$ cat config.mk
export PLATFORM = sky130hd
export DESIGN_NAME = alu_share_ctrl
export DESIGN_NICKNAME = d
export VERILOG_FILES = /design/src/rtl/alu_share_ctrl_pkg.sv /design/src/rtl/alu_share_ctrl_rr_arbiter.sv /design/src/rtl/alu_share_ctrl.sv
export SDC_FILE = /design/constraint.sdc
export NUM_CORES = 1
export LEC_CHECK = 0
export ABC_AREA = 1
export BUFFER_PORTS_ARGS = -buffer_cell sky130_fd_sc_hd__buf_4
export CAP_MARGIN = 20
export CORE_AREA = 2 2 119 121
export CTS_BUF_LIST = sky130_fd_sc_hd__clkbuf_4
export CTS_CLUSTER_DIAMETER = 200
export DETAILED_ROUTE_END_ITERATION = 7
export DIE_AREA = 0 0 121 123
export PLACE_DENSITY = 0.69
export SYNTH_ARGS = -nofsm -noshare
export SYNTH_HDL_FRONTEND = slang
export SYNTH_SLANG_ARGS = --single-unit
$ cat constraint.sdc
create_clock -name clk -period 2.2 [get_ports clk]
set_input_delay 0.22 -clock clk [delete_from_list [all_inputs] [get_ports clk]]
set_output_delay 0.22 -clock clk [all_outputs]
set_load 0.1 [all_outputs]
$ cat src/rtl/alu_share_ctrl_pkg.sv
// rtl/alu_share_ctrl_pkg.sv - shared state encoding, flag indices and ALU control constants
package alu_share_ctrl_pkg;

    typedef enum logic [1:0] {
        IDLE = 2'd0,
        EXEC = 2'd1,
        RESP = 2'd2
    } state_e;

    localparam int CARRY = 2;
    localparam int ZERO  = 1;
    localparam int SIGN  = 0;

    localparam logic [4:0] ADD  = 5'b00000;
    localparam logic [4:0] AND  = 5'b00001;
    localparam logic [4:0] XOR  = 5'b00010;
    localparam logic [4:0] SHL  = 5'b00011;
    localparam logic [4:0] DIFF = 5'b10000;

endpackage

$ cat src/rtl/alu_share_ctrl_rr_arbiter.sv
// rtl/alu_share_ctrl_rr_arbiter.sv - round-robin pick of the first valid requester at or after ptr
module rr_arbiter #(
    parameter int N     = 2,
    parameter int IDX_W = 1
) (
    input  logic [N-1:0]     req,
    input  logic [IDX_W-1:0] ptr,
    output logic [N-1:0]     grant,
    output logic [IDX_W-1:0] idx,
    output logic             any
);

    int j;

    always_comb begin
        grant = '0;
        idx   = '0;
        any   = 1'b0;
        j     = 0;
        for (int k = 0; k < N; k++) begin
            j = int'(ptr) + k;
            if (j >= N) begin
                j = j - N;
            end
            if (!any && req[j]) begin
                any      = 1'b1;
                grant[j] = 1'b1;
                idx      = IDX_W'(j);
            end
        end
    end

endmodule

$ cat src/rtl/alu_share_ctrl.sv
// rtl/alu_share_ctrl.sv - shares one combinational ALU between N_REQ requesters in round-robin order
module alu_share_ctrl
    import alu_share_ctrl_pkg::*;
#(
    parameter int N_REQ  = 2,
    parameter int DATA_W = 32,
    parameter int CTRL_W = 5,
    parameter int CNT_W  = 16
) (
    input  logic                    clk,
    input  logic                    rst,
    input  logic [N_REQ-1:0]        req_valid,
    output logic [N_REQ-1:0]        req_ready,
    input  logic [N_REQ*DATA_W-1:0] req_a,
    input  logic [N_REQ*DATA_W-1:0] req_b,
    input  logic [N_REQ*CTRL_W-1:0] req_ctrl,
    output logic [N_REQ-1:0]        rsp_valid,
    input  logic [N_REQ-1:0]        rsp_ready,
    output logic [DATA_W-1:0]       rsp_result,
    output logic [2:0]              rsp_flags,
    output logic [DATA_W-1:0]       alu_a,
    output logic [DATA_W-1:0]       alu_b,
    output logic [CTRL_W-1:0]       alu_ctrl,
    input  logic [DATA_W-1:0]       alu_result,
    input  logic [2:0]              alu_flags,
    output logic                    busy,
    output logic [CNT_W-1:0]        op_count
);

    localparam int IDX_W = (N_REQ > 1) ? $clog2(N_REQ) : 1;

    state_e             state_q, state_d;
    logic [IDX_W-1:0]   rr_ptr_q, rr_ptr_d;
    logic [IDX_W-1:0]   owner_q, owner_d;
    logic [DATA_W-1:0]  a_q, a_d;
    logic [DATA_W-1:0]  b_q, b_d;
    logic [CTRL_W-1:0]  ctrl_q, ctrl_d;
    logic [DATA_W-1:0]  result_q, result_d;
    logic [2:0]         flags_q, flags_d;
    logic [CNT_W-1:0]   cnt_q, cnt_d;

    logic [N_REQ-1:0]   grant;
    logic [IDX_W-1:0]   grant_idx;
    logic               grant_any;

    rr_arbiter #(
        .N     (N_REQ),
        .IDX_W (IDX_W)
    ) u_arb (
        .req   (req_valid),
        .ptr   (rr_ptr_q),
        .grant (grant),
        .idx   (grant_idx),
        .any   (grant_any)
    );

    always_comb begin
        state_d   = state_q;
        rr_ptr_d  = rr_ptr_q;
        owner_d   = owner_q;
        a_d       = a_q;
        b_d       = b_q;
        ctrl_d    = ctrl_q;
        result_d  = result_q;
        flags_d   = flags_q;
        cnt_d     = cnt_q;
        req_ready = '0;
        rsp_valid = '0;
        case (state_q)
            IDLE: begin
                if (grant_any) begin
                    req_ready = grant;
                    a_d       = req_a[int'(grant_idx)*DATA_W +: DATA_W];
                    b_d       = req_b[int'(grant_idx)*DATA_W +: DATA_W];
                    ctrl_d    = req_ctrl[int'(grant_idx)*CTRL_W +: CTRL_W];
                    owner_d   = grant_idx;
                    state_d   = EXEC;
                end
            end
            EXEC: begin
                result_d = alu_result;
                flags_d  = alu_flags;
                state_d  = RESP;
            end
            RESP: begin
                rsp_valid[owner_q] = 1'b1;
                if (rsp_ready[owner_q]) begin
                    cnt_d   = cnt_q + CNT_W'(1);
                    // next search starts just past the requester that was served
                    if (int'(owner_q) == N_REQ - 1) begin
                        rr_ptr_d = '0;
                    end else begin
                        rr_ptr_d = owner_q + IDX_W'(1);
                    end
                    state_d = IDLE;
                end
            end
            default: state_d = IDLE;
        endcase
    end

    always_ff @(posedge clk) begin
        if (rst) begin
            state_q  <= IDLE;
            rr_ptr_q <= '0;
            owner_q  <= '0;
            a_q      <= '0;
            b_q      <= '0;
            ctrl_q   <= '0;
            result_q <= '0;
            flags_q  <= '0;
            cnt_q    <= '0;
        end else begin
            state_q  <= state_d;
            rr_ptr_q <= rr_ptr_d;
            owner_q  <= owner_d;
            a_q      <= a_d;
            b_q      <= b_d;
            ctrl_q   <= ctrl_d;
            result_q <= result_d;
            flags_q  <= flags_d;
            cnt_q    <= cnt_d;
        end
    end

    assign alu_a      = a_q;
    assign alu_b      = b_q;
    assign alu_ctrl   = ctrl_q;
    assign rsp_result = result_q;
    assign rsp_flags  = flags_q;
    assign busy       = (state_q != IDLE);
    assign op_count   = cnt_q;

endmodule

==> flow_metrics.py <==
metrics = {
    "hold_path": {
        "hold_path.class": "in2reg",
        "whs_endpoint": "state_q[0]",
        "min_path_cells": 3,
        "hp-start": "req_valid[0]",
    },
    "cts": {
        "clockRootBuffer": "clkbuf_4",
        "cts_tree": "yes",
        "insertion_delay_ps": 540,
        "cts.path.max_buffers": 2,
        "path_clk_slew_ps": 110,
        "numCtsBuffers": 17,
        "h-tree-depth": 4,
        "cts_setup_buffers": 0,
        "clock_sinks": 124,
    },
    "pwr": {
        "p_leak_uw": 0.00454,
        "seqPwrFrac_pct": 33.6,
        "power.share.switching_pct": 43.3,
        "p_switching_uw": 3350,
        "combPwrFrac_pct": 42.3,
        "pwr-share-clk_pct": 24.1,
        "intPower_uw": 4400,
        "vdd_drop_max_mv": 0.487,
        "power_density_nw_per_um2": 802,
    },
    "detailed_routing": {
        "dr.pass1.iters": 5,
        "wl_per_cell_um": 15.4,
        "drc": 0,
        "drtAntennaViolNets": 0,
        "vias": 6760,
        "vias_per_cell": 4.98,
        "wl_um": 20900,
        "drtIter0Drc": 502,
    },
    "timing": {
        "tightest_slew_ps": 616,
        "finalCritPeriodShare_pct": 91.6,
        "timing.hold.ws_ps": 65.8,
        "slew_headroom_pct": 58.8,
        "drv_slew": 0,
        "hold_viol": 0,
        "setup_violations": 0,
        "fmax_mhz": 496,
        "tns_ps": 0,
        "fin_worst_skew_ps": 12.7,
        "rsz0062_at_grt": "false",
        "period_needed_ps": 2010,
    },
    "yosys": {
        "synth_area_um2": 5170,
        "ys_warn_count": 0,
        "syn_inst": 706,
        "ys_ff_latch": 124,
        "synth_nets": 886,
        "synth_cell_types": 25,
        "seq_area_frac_synth_pct": 48.0,
        "syn_avg_cell_area_um2": 7.33,
    },
    "die": {
        "start_util_pct": 38.0,
        "rows": 43,
        "die_w_um": 121,
        "core-area_um2": 13600,
        "ioPinCount": 304,
        "die_area_um2": 14900,
        "dieHeight_um": 123,
    },
    "global_routing": {
        "grt_usage_pct": 27.5,
        "globalRouteMet3Util_pct": 8.39,
        "grt_use_met2_pct": 48.7,
        "grt_pass1_vias": 6741,
        "antenna_found_initial": 0,
        "grt_overflow": 0,
        "grt.busiest_layer": "met2",
        "grt_max_degree": 140,
        "use_met1_pct": 29.4,
        "grt_pass1_wl_um": 32300,
    },
    "worst_setup_path": {
        "crit_arrival_ps": 2510,
        "rr_startpoint": "rr_ptr_q",
        "worstRegToRegCells": 6,
        "start_kind": "flip-flop",
        "required_ps": 2690,
        "critPathCaptureType": "flip-flop",
        "cp_max_fo": 28,
        "reg2reg_slack_ps": 190,
        "crit_type": "reg2reg",
        "r2r_end": "alu_a[25]",
    },
    "finish": {
        "seq_area_um2": 2480,
        "nets": 1345,
        "multiInputGateArea_um2": 2340,
        "nFillCells": 992,
        "area_delta_synth_final_pct": 86.9,
        "drive_above_1_share_pct": 30.6,
    },
    "job": {
        "cap_violations": 0,
    },
    "placement": {
        "gp_congestion": 0.812,
        "place_hpwl_um": 12000,
        "portBuffers": 303,
    },
    "outcome": {
        "run_status": "completed",
    },
}
critical path, stage by stage (launching register included):
cell and delay (ps):
dfxtp_1 420, o21ai_4 80, inv_2 370, buf_12 250
nand2_1 80, a31oi_1 170, dlygate4sd3_1 580
area by class of cell:
cell class                 instances  share of cell area, %
inverter                          32                   1.24
multi-input combinational        502                   24.2
timing repair buffer             488                   43.1
tap                              180                   2.33
antenna                            1                 0.0259
clock buffer                      17                   1.32
sequential                       124                   25.7
clock inverter                    14                   2.08
how the worst max path moves through the flow:
| stage | start | endpoint | slack, ps |
|---|---|---|---|
| after CTS | state_q[0] | alu_a[26] | 130 |
| after global routing | rr_ptr_q | alu_a[25] | 60 |
| after global placement | rr_ptr_q | alu_a[31] | 550 |
| after detailed placement | rr_ptr_q | alu_b[18] | 490 |
| final | rr_ptr_q | alu_a[25] | 190 |
| after floorplan | state_q[0] | req_ready[0] | 50 |
power groups by stage:
stage / combinational (uW) / clock (uW) / sequential [uW]
5_1_grt: 3410 / 2020 / 2630
6_report: 3280 / 1870 / 2600
3_3_place_gp: 2920 / 0 / 2640
2_1_floorplan: 571 / 0 / 4250
4_1_cts: 3230 / 1930 / 2600
3_5_place_dp: 2920 / 0 / 2640
metrics by stage:
step	std cells	total power [uW]	setup WS (ps)	cell area (um^2)	utilization [%]
after CTS	1356	7750	126	9650	70.9
after floorplan	706	4820	53.2	5180	-
final	1358	7750	185	9670	71.0
after global routing	1357	8060	61.8	9660	71.0
after detailed placement	1149	5560	493	7560	55.5
after global placement	1149	5560	548	7560	55.5
flip-flops by register name, summed over array words and instances, names as in the netlist:
signal / cells
alu_a: 32
alu_b: 32
rsp_result: 32
op_count: 16
alu_ctrl: 5
rsp_flags: 3
state_q: 2
owner_q: 1
rr_ptr_q: 1
metal layers:
metal,up-vias,part of all wire (%)
met2,347,50
met5,-,0
met3,83,7.7
li1,3287,-
met4,0,4.4
met1,3043,38
layout by cell type, fill, tap and decap left out:
cell type      instances
nand2_4                2
a211oi_2               1
bufinv_16              5
clkinv_2               2
clkbuf_4              17
clkbuf_16              1
buf_4                307
buf_6                  1
nand2_1              182
nand3_1                6
nor2_1               102
o21ai_1               32
a211oi_1               1
o21ai_4                1
clkinvlp_4             4
nand4_1                7
a21oi_1                6
dfxtp_1              124
dlygate4sd3_1        176
nor3b_2                1
diode_2                1
o21a_1                 1
a31oi_1               69
nor2_2                 2
nor2_4                 6
inv_1                 25
o21ai_0               78
clkinv_1               3
ha_1                   1
buf_12                 3
nor3_1                 4
inv_2                  7
synth_stat cells:
master      n  area [um^2]
a211oi_1    1         7.51
a211oi_2    1         12.5
a21oi_1     6         30.0
a31oi_1    69          432
buf_1       1         3.75
buf_2      15         75.1
buf_4       4         30.0
buf_6       3         33.8
clkbuf_1   25         93.8
dfxtp_1   124         2480
ha_1        1         12.5
inv_1      26         97.6
inv_2       6         22.5
nand2_1   182          683
nand2_4     2         22.5
nand3_1     6         30.0
nand4_1     7         43.8
nor2_1    104          390
nor2_4      6         67.6
nor3_1      4         20.0
nor3b_1     1         7.51
o21a_1      1         7.51
o21ai_0    78          390
o21ai_1    32          160
o21ai_4     1         16.3
kinds of logic after synthesis:
kind of cell             share of synthesized area, %
AO/OA/AOI/OAI                                    20.4
adder cells (fa/ha/maj)                         0.242
buffers and inverters                            6.89
AND/OR/NAND/NOR                                  24.5
flip-flops                                       48.0
timing repair:
item / 4_1_cts / 5_1_grt
endpoints found under the setup margin: 0 / 10
gates resized for setup: 0 / 2
hold buffers: 176 / 0
endpoints found under the hold margin: 109 / 0
(Power assumes the default switching activity.)
